File: config.mk
export PLATFORM = sky130hd
export DESIGN_NAME = fwd_hazard_unit_flat
export DESIGN_NICKNAME = d
export VERILOG_FILES = /design/src/rtl/fwd_hazard_if.sv /design/src/rtl/fwd_hazard_unit.sv /design/src/flat_wrapper.sv
export SDC_FILE = /design/constraint.sdc
export NUM_CORES = 1
export LEC_CHECK = 0
export ABC_AREA = 1
export CORE_MARGIN = 5
export CORE_UTILIZATION = 50
export CTS_CLUSTER_SIZE = 40
export DETAILED_ROUTE_END_ITERATION = 8
export PLACE_DENSITY = 0.83
export SLEW_MARGIN = 20
export SYNTH_ARGS = -nofsm -noshare
export SYNTH_HDL_FRONTEND = slang
export SYNTH_SLANG_ARGS = --single-unit
File: constraint.sdc
create_clock -name clk -period 2.9 [get_ports clk]
set_input_delay 0.58 -clock clk [delete_from_list [all_inputs] [get_ports clk]]
set_output_delay 0.58 -clock clk [all_outputs]
set_load 0.02 [all_outputs]
File: src/rtl/fwd_hazard_if.sv
// Decode-side bus between the pipeline and fwd_hazard_unit.
// stall_cycles exists only when FWD_PERF_CNT_EN is defined.
interface fwd_hazard_if #(
   parameter int FSEL_W     = 2,
   parameter int IM_INSTLEN = 32
) ();
   logic [IM_INSTLEN-1:0] inst_de;
   logic                  de_valid;
   logic                  mem_valid;
   logic                  flush;
   logic [FSEL_W-1:0]     fwd_a;
   logic [FSEL_W-1:0]     fwd_b;
   logic                  stall;
   logic                  load_err;
`ifdef FWD_PERF_CNT_EN
   logic [31:0]           stall_cycles;

   modport master (
      output inst_de, de_valid, mem_valid, flush,
      input  fwd_a, fwd_b, stall, load_err, stall_cycles
   );
   modport slave (
      input  inst_de, de_valid, mem_valid, flush,
      output fwd_a, fwd_b, stall, load_err, stall_cycles
   );
`else
   modport master (
      output inst_de, de_valid, mem_valid, flush,
      input  fwd_a, fwd_b, stall, load_err
   );
   modport slave (
      input  inst_de, de_valid, mem_valid, flush,
      output fwd_a, fwd_b, stall, load_err
   );
`endif
endinterface

File: src/rtl/fwd_hazard_unit.sv
// Forwarding/hazard scoreboard: tracks rd tags of the last NUM_FWD_STAGES instructions,
// selects bypasses, stalls on load-use and pending-load hazards. FWD_PERF_CNT_EN adds stall_cycles.
module fwd_hazard_unit #(
   parameter int NUM_FWD_STAGES = 2,
   parameter int LOAD_TIMEOUT   = 16
) (
   input  logic         clk,
   input  logic         rst,
   fwd_hazard_if.slave  bus
);
   localparam int N      = NUM_FWD_STAGES;
   localparam int FSEL_W = $clog2(N + 1);
   localparam int CNT_W  = $clog2(LOAD_TIMEOUT);
   localparam logic [CNT_W-1:0] CNT_LAST = CNT_W'(LOAD_TIMEOUT - 1);

   localparam logic [6:0] OP_REG    = 7'b0110011;
   localparam logic [6:0] OP_IMM    = 7'b0010011;
   localparam logic [6:0] OP_LOAD   = 7'b0000011;
   localparam logic [6:0] OP_LUI    = 7'b0110111;
   localparam logic [6:0] OP_AUIPC  = 7'b0010111;
   localparam logic [6:0] OP_JAL    = 7'b1101111;
   localparam logic [6:0] OP_JALR   = 7'b1100111;
   localparam logic [6:0] OP_STORE  = 7'b0100011;
   localparam logic [6:0] OP_BRANCH = 7'b1100011;

   logic             r_v   [1:N];
   logic [4:0]       r_rd  [1:N];
   logic             r_ld  [1:N];
   logic             r_rdy [1:N];
   logic [CNT_W-1:0] r_to_cnt;
   logic             r_load_err;

   logic [6:0] w_op;
   logic [4:0] w_rd, w_rs1, w_rs2;
   logic       w_writes_rd, w_is_load, w_use_rs1, w_use_rs2;
   logic       w_unused_bits;

   assign w_op          = bus.inst_de[6:0];
   assign w_rd          = bus.inst_de[11:7];
   assign w_rs1         = bus.inst_de[19:15];
   assign w_rs2         = bus.inst_de[24:20];
   assign w_unused_bits = ^{bus.inst_de[31:25], bus.inst_de[14:12]};

   assign w_writes_rd = w_op inside {OP_REG, OP_IMM, OP_LOAD, OP_LUI, OP_AUIPC, OP_JAL, OP_JALR};
   assign w_is_load   = (w_op == OP_LOAD);
   assign w_use_rs1   = !(w_op inside {OP_LUI, OP_AUIPC, OP_JAL});
   assign w_use_rs2   = w_op inside {OP_REG, OP_STORE, OP_BRANCH};

   logic [N:1] w_match_a, w_match_b, w_unrdy_ld;

   genvar gi;
   generate
      for (gi = 1; gi <= N; gi++) begin : g_stage
         assign w_match_a[gi]  = r_v[gi] && (r_rd[gi] != 5'd0) && (r_rd[gi] == w_rs1) && w_use_rs1;
         assign w_match_b[gi]  = r_v[gi] && (r_rd[gi] != 5'd0) && (r_rd[gi] == w_rs2) && w_use_rs2;
         assign w_unrdy_ld[gi] = r_v[gi] && r_ld[gi] && !r_rdy[gi];
      end
   endgenerate

   logic [FSEL_W-1:0] w_sel_a, w_sel_b, w_cmp_idx, w_tgt;
   logic              w_wait_a, w_wait_b;

   // Descending scan leaves the youngest match; ascending scan leaves the oldest unready load.
   always_comb begin
      w_sel_a   = '0;
      w_sel_b   = '0;
      w_wait_a  = 1'b0;
      w_wait_b  = 1'b0;
      w_cmp_idx = '0;
      for (int k = N; k >= 1; k--) begin
         if (w_match_a[k]) begin
            w_sel_a  = FSEL_W'(k);
            w_wait_a = !r_rdy[k];
         end
         if (w_match_b[k]) begin
            w_sel_b  = FSEL_W'(k);
            w_wait_b = !r_rdy[k];
         end
      end
      for (int k = 1; k <= N; k++) begin
         if (w_unrdy_ld[k]) w_cmp_idx = FSEL_W'(k);
      end
   end

   logic w_cmp_any, w_done, w_lu, w_hold, w_stall, w_shift, w_push_v, w_force, w_set_rdy;

   assign w_cmp_any = |w_unrdy_ld;
   assign w_done    = bus.mem_valid && w_cmp_any;
   assign w_lu      = (w_wait_a && !(w_done && (w_cmp_idx == w_sel_a))) ||
                      (w_wait_b && !(w_done && (w_cmp_idx == w_sel_b)));
   assign w_hold    = w_unrdy_ld[N] && !bus.mem_valid;
   assign w_stall   = (w_lu || w_hold) && !bus.flush;
   assign w_shift   = !w_hold;
   assign w_push_v  = bus.de_valid && w_writes_rd && !w_lu;
   assign w_force   = w_stall && (r_to_cnt == CNT_LAST);
   assign w_set_rdy = (w_done || w_force) && w_cmp_any;
   // Completed load moves with the shift; an index past N means it retires this edge.
   assign w_tgt     = w_shift ? (w_cmp_idx + FSEL_W'(1)) : w_cmp_idx;

   always_ff @(posedge clk) begin
      if (rst) begin
         for (int k = 1; k <= N; k++) begin
            r_v[k]   <= 1'b0;
            r_rd[k]  <= 5'd0;
            r_ld[k]  <= 1'b0;
            r_rdy[k] <= 1'b0;
         end
         r_to_cnt   <= '0;
         r_load_err <= 1'b0;
      end else if (bus.flush) begin
         for (int k = 1; k <= N; k++) r_v[k] <= 1'b0;
         r_to_cnt <= '0;
      end else begin
         if (w_shift) begin
            r_v[1]   <= w_push_v;
            r_rd[1]  <= w_rd;
            r_ld[1]  <= w_is_load;
            r_rdy[1] <= !w_is_load;
            for (int k = 2; k <= N; k++) begin
               r_v[k]   <= r_v[k-1];
               r_rd[k]  <= r_rd[k-1];
               r_ld[k]  <= r_ld[k-1];
               r_rdy[k] <= r_rdy[k-1];
            end
         end
         if (w_set_rdy) begin
            for (int k = 1; k <= N; k++) begin
               if (FSEL_W'(k) == w_tgt) r_rdy[k] <= 1'b1;
            end
         end
         if (!w_stall || w_force) r_to_cnt <= '0;
         else                     r_to_cnt <= r_to_cnt + 1'b1;
         if (w_force) r_load_err <= 1'b1;
      end
   end

`ifdef FWD_PERF_CNT_EN
   logic [31:0] r_stall_cycles;

   always_ff @(posedge clk) begin
      if (rst)          r_stall_cycles <= 32'd0;
      else if (w_stall) r_stall_cycles <= r_stall_cycles + 32'd1;
   end

   assign bus.stall_cycles = r_stall_cycles;
`endif

   assign bus.fwd_a    = w_sel_a;
   assign bus.fwd_b    = w_sel_b;
   assign bus.stall    = w_stall;
   assign bus.load_err = r_load_err;
endmodule

File: src/flat_wrapper.sv
// flat-port wrapper written by rule: the top's interface ports become plain ports
module fwd_hazard_unit_flat 
#(
   parameter int NUM_FWD_STAGES = 2,
   parameter int LOAD_TIMEOUT   = 16
)
  (clk, rst, bus_inst_de, bus_de_valid, bus_mem_valid, bus_flush, bus_fwd_a, bus_fwd_b, bus_stall, bus_load_err);
  fwd_hazard_if #(.FSEL_W(2)) bus_i ();
  input  logic clk;
  input  logic rst;
  input wire logic [$bits(bus_i.inst_de)-1:0] bus_inst_de;
  input wire logic [$bits(bus_i.de_valid)-1:0] bus_de_valid;
  input wire logic [$bits(bus_i.mem_valid)-1:0] bus_mem_valid;
  input wire logic [$bits(bus_i.flush)-1:0] bus_flush;
  output wire logic [$bits(bus_i.fwd_a)-1:0] bus_fwd_a;
  output wire logic [$bits(bus_i.fwd_b)-1:0] bus_fwd_b;
  output wire logic [$bits(bus_i.stall)-1:0] bus_stall;
  output wire logic [$bits(bus_i.load_err)-1:0] bus_load_err;
  assign bus_i.inst_de = bus_inst_de;
  assign bus_i.de_valid = bus_de_valid;
  assign bus_i.mem_valid = bus_mem_valid;
  assign bus_i.flush = bus_flush;
  assign bus_fwd_a = bus_i.fwd_a;
  assign bus_fwd_b = bus_i.fwd_b;
  assign bus_stall = bus_i.stall;
  assign bus_load_err = bus_i.load_err;
  fwd_hazard_unit #(.NUM_FWD_STAGES(NUM_FWD_STAGES), .LOAD_TIMEOUT(LOAD_TIMEOUT)) u_core (.clk(clk), .rst(rst), .bus(bus_i));
endmodule
==> impl_metrics.env <==
export IMPL_status="finished, final reports clean"
export IMPL_setup_viol=0
export IMPL_end_kind="output port"
export IMPL_cts_tree="done"
export IMPL_dieWidth_um=63.7
export IMPL_wl_per_cell_um=10.3
export IMPL_firstDrtPassIters=4
export IMPL_utilization_pct=68.2
export IMPL_synthesis_area_um2=1440
export IMPL_critical_path_class="input pin to output port"
export IMPL_clock_latency_ns=0.29
export IMPL_via_per_inst=4.63
export IMPL_io_pins=43
export IMPL_tns_ns=0
export IMPL_drc=0
export IMPL_ys_seq_area_share_pct=40.3
export IMPL_clock_sinks=21
export IMPL_power_mw=0.607
export IMPL_drive_gt1_share_pct=10.8
export IMPL_finalWorstSetupSlack_ns=0.172
export IMPL_grt_max_degree=16
export IMPL_drt_iter0_markers=76
export IMPL_cts_hold_buf=0
export IMPL_fmax_mhz=367
export IMPL_max_cap_viol_count=0
export IMPL_root_buffer="clkbuf_4"
export IMPL_relSlewSlack_pct=61.3
export IMPL_syn_avg_cell_area_um2=6.96
export IMPL_insertedDiodeCount=0
export IMPL_core_um2=2760
export IMPL_antenna_found_initial=0
export IMPL_area_growth_pct=30.5
export IMPL_wirelength_um=2900
export IMPL_cts_made_buffers=3
export IMPL_ir_drop_v=0.000314
export IMPL_grt_pass1_wl_um=5090
export IMPL_clk_pin_slew_worst_paths_ns=0.11
export IMPL_rsz0062_at_grt="no"
export IMPL_drv_slew=0
export IMPL_h_tree_depth=1
export IMPL_gp_congestion=0.845
export IMPL_grt_pass1_vias=1230
export IMPL_cts_max_path_buffers=2
export IMPL_fin_skew_ns=0.00646
export IMPL_synthCells=207
export IMPL_portBuffers=32
export IMPL_groute_usage_overall_pct=15.1
export IMPL_fin_nets=290
export IMPL_cp_max_fo=3
export IMPL_start_util_pct=52.3
export IMPL_ant_nets=0
export IMPL_crit_arrival_ns=2.15
export IMPL_ys_warn_count=0
export IMPL_finalCritPeriodShare_pct=94.1
export IMPL_syn_num_nets=245
export IMPL_ys_ff_latch=21
export IMPL_leakage_nw=0.897
export IMPL_worstPathRequired_ns=2.32
export IMPL_holdCritPathClass="register to register"
export IMPL_hold_viol=0
export IMPL_p_per_area_nw_per_um2=323
export IMPL_dpl_hpwl_um=2500
export IMPL_die_y_um=63.7
export IMPL_dr_total_vias=1305
export IMPL_ys_types=20
export IMPL_grt_overflow_total=0
export IMPL_fillCellCount=236
export IMPL_num_rows=19
export IMPL_startpoint_type="input pin"
export IMPL_dieArea_um2=4060
export IMPL_post_route_min_period_ns=2.73
export IMPL_dp_slack_ns=-0.217
export IMPL_timing_hold_ws_ns=0.451
export IMPL_worst_pin_slew_ns=0.576
-- final cells by class --
class | count | area (um^2) | share of cell area, %
Sequential cell | 21 | 581 | 30.9
Inverter | 48 | 180 | 9.58
Tap cell | 31 | 38.8 | 2.06
Multi-Input combinational cell | 137 | 677 | 36.0
Timing Repair Buffer | 41 | 378 | 20.1
Clock buffer | 4 | 26.3 | 1.40
-- state kept, by name, summed over array words and instances, names as in the netlist --
signal / count
u_core.r_v: 2
u_core.r_rdy: 2
u_core.bus.load_err: 1
u_core.r_to_cnt: 4
u_core.r_ld: 2
u_core.r_rd: 10
-- final timing paths --
kind	from	end	slack, ns	cells after the start
worst min-delay path	u_core.r_to_cnt[0]	u_core.r_to_cnt[0]	0.45	1
worst max register to register	u_core.r_rd[1][1]	u_core.r_rdy[2]	0.99	15
worst max-delay path	bus_inst_de[15]	bus_fwd_a[0]	0.17	11
worst min register to register	u_core.r_to_cnt[0]	u_core.r_to_cnt[0]	0.45	1
-- critical path, stage by stage --
cell and delay (ns):
clkdlybuf4s50_1 0.50, inv_1 0.06, nand2_1 0.05, nand2_1 0.06
nor2_2 0.13, inv_1 0.06, nor2_2 0.12, nand3_2 0.09
buf_4 0.14, inv_1 0.03, dlygate4sd2_1 0.32
-- what timing repair did --
action | CTS | global route
resized for setup | 5 | 2
pin swaps | 0 | 0
endpoints found under the setup margin | 5 | 1
setup buffers | 0 | 0
-- power breakdown --
group          total (mW)  switching, mW  internal, mW
sequential          0.350         0.0128         0.337
clock               0.133         0.0796        0.0534
combinational       0.124         0.0590        0.0654
total               0.607          0.151         0.456
-- cell families (layout without fill, tap and decap cells) --
kind of cell / count (synthesis) / in the layout / share of synthesized area (%)
xor+xnor: 12 / 12 / 7.29
compound gates: 10 / 10 / 3.73
buf+inv: 49 / 93 / 12.8
fa+ha+maj: 1 / 1 / 0.868
simple gates: 114 / 114 / 35.1
flops: 21 / 21 / 40.3
-- cells in the mapped netlist --
cell type	instances	area share, %
a21oi_1	4	1.4
buf_1	1	0.26
dfxtp_1	5	6.9
edfxtp_1	16	33
ha_1	1	0.87
inv_1	46	12
inv_2	2	0.52
nand2_1	49	13
nand2_2	3	1.3
nand3_1	14	4.9
nand3_2	4	2.8
nand4_1	2	0.87
nor2_1	36	9.4
nor2_2	3	1.3
nor3_2	2	1.4
nor4_1	1	0.43
o21ai_0	5	1.7
o221ai_1	1	0.61
xnor2_1	11	6.7
xor2_1	1	0.61
-- through the flow --
step,area [um^2],std cells
2_1_floorplan,1440,207
5_1_grt,1880,282
3_3_place_gp,1860,278
6_report,1880,282
4_1_cts,1880,282
3_5_place_dp,1860,278
-- placed cells by master (no fill, tap or decap), types with 5 or more instances in the layout --
cell type / count
clkdlybuf4s50_1: 27
edfxtp_1: 16
xnor2_1: 11
nand3_1: 14
o21ai_0: 5
dfxtp_1: 5
inv_1: 46
nor2_1: 36
nand2_1: 49
buf_4: 9
-- per-layer routing --
metal / global-route usage [%] / routed length (um) / vias up / part of all wire [%]
li1: - / - / 716 / -
met1: 18.6 / 1320 / 559 / 46
met2: 27.2 / 1430 / 28 / 49
met3: 2.13 / 128 / 2 / 4.4
met4: 4.16 / 21 / 0 / 0.72
met5: 0 / 0 / - / 0
(Power assumes the default switching activity.)
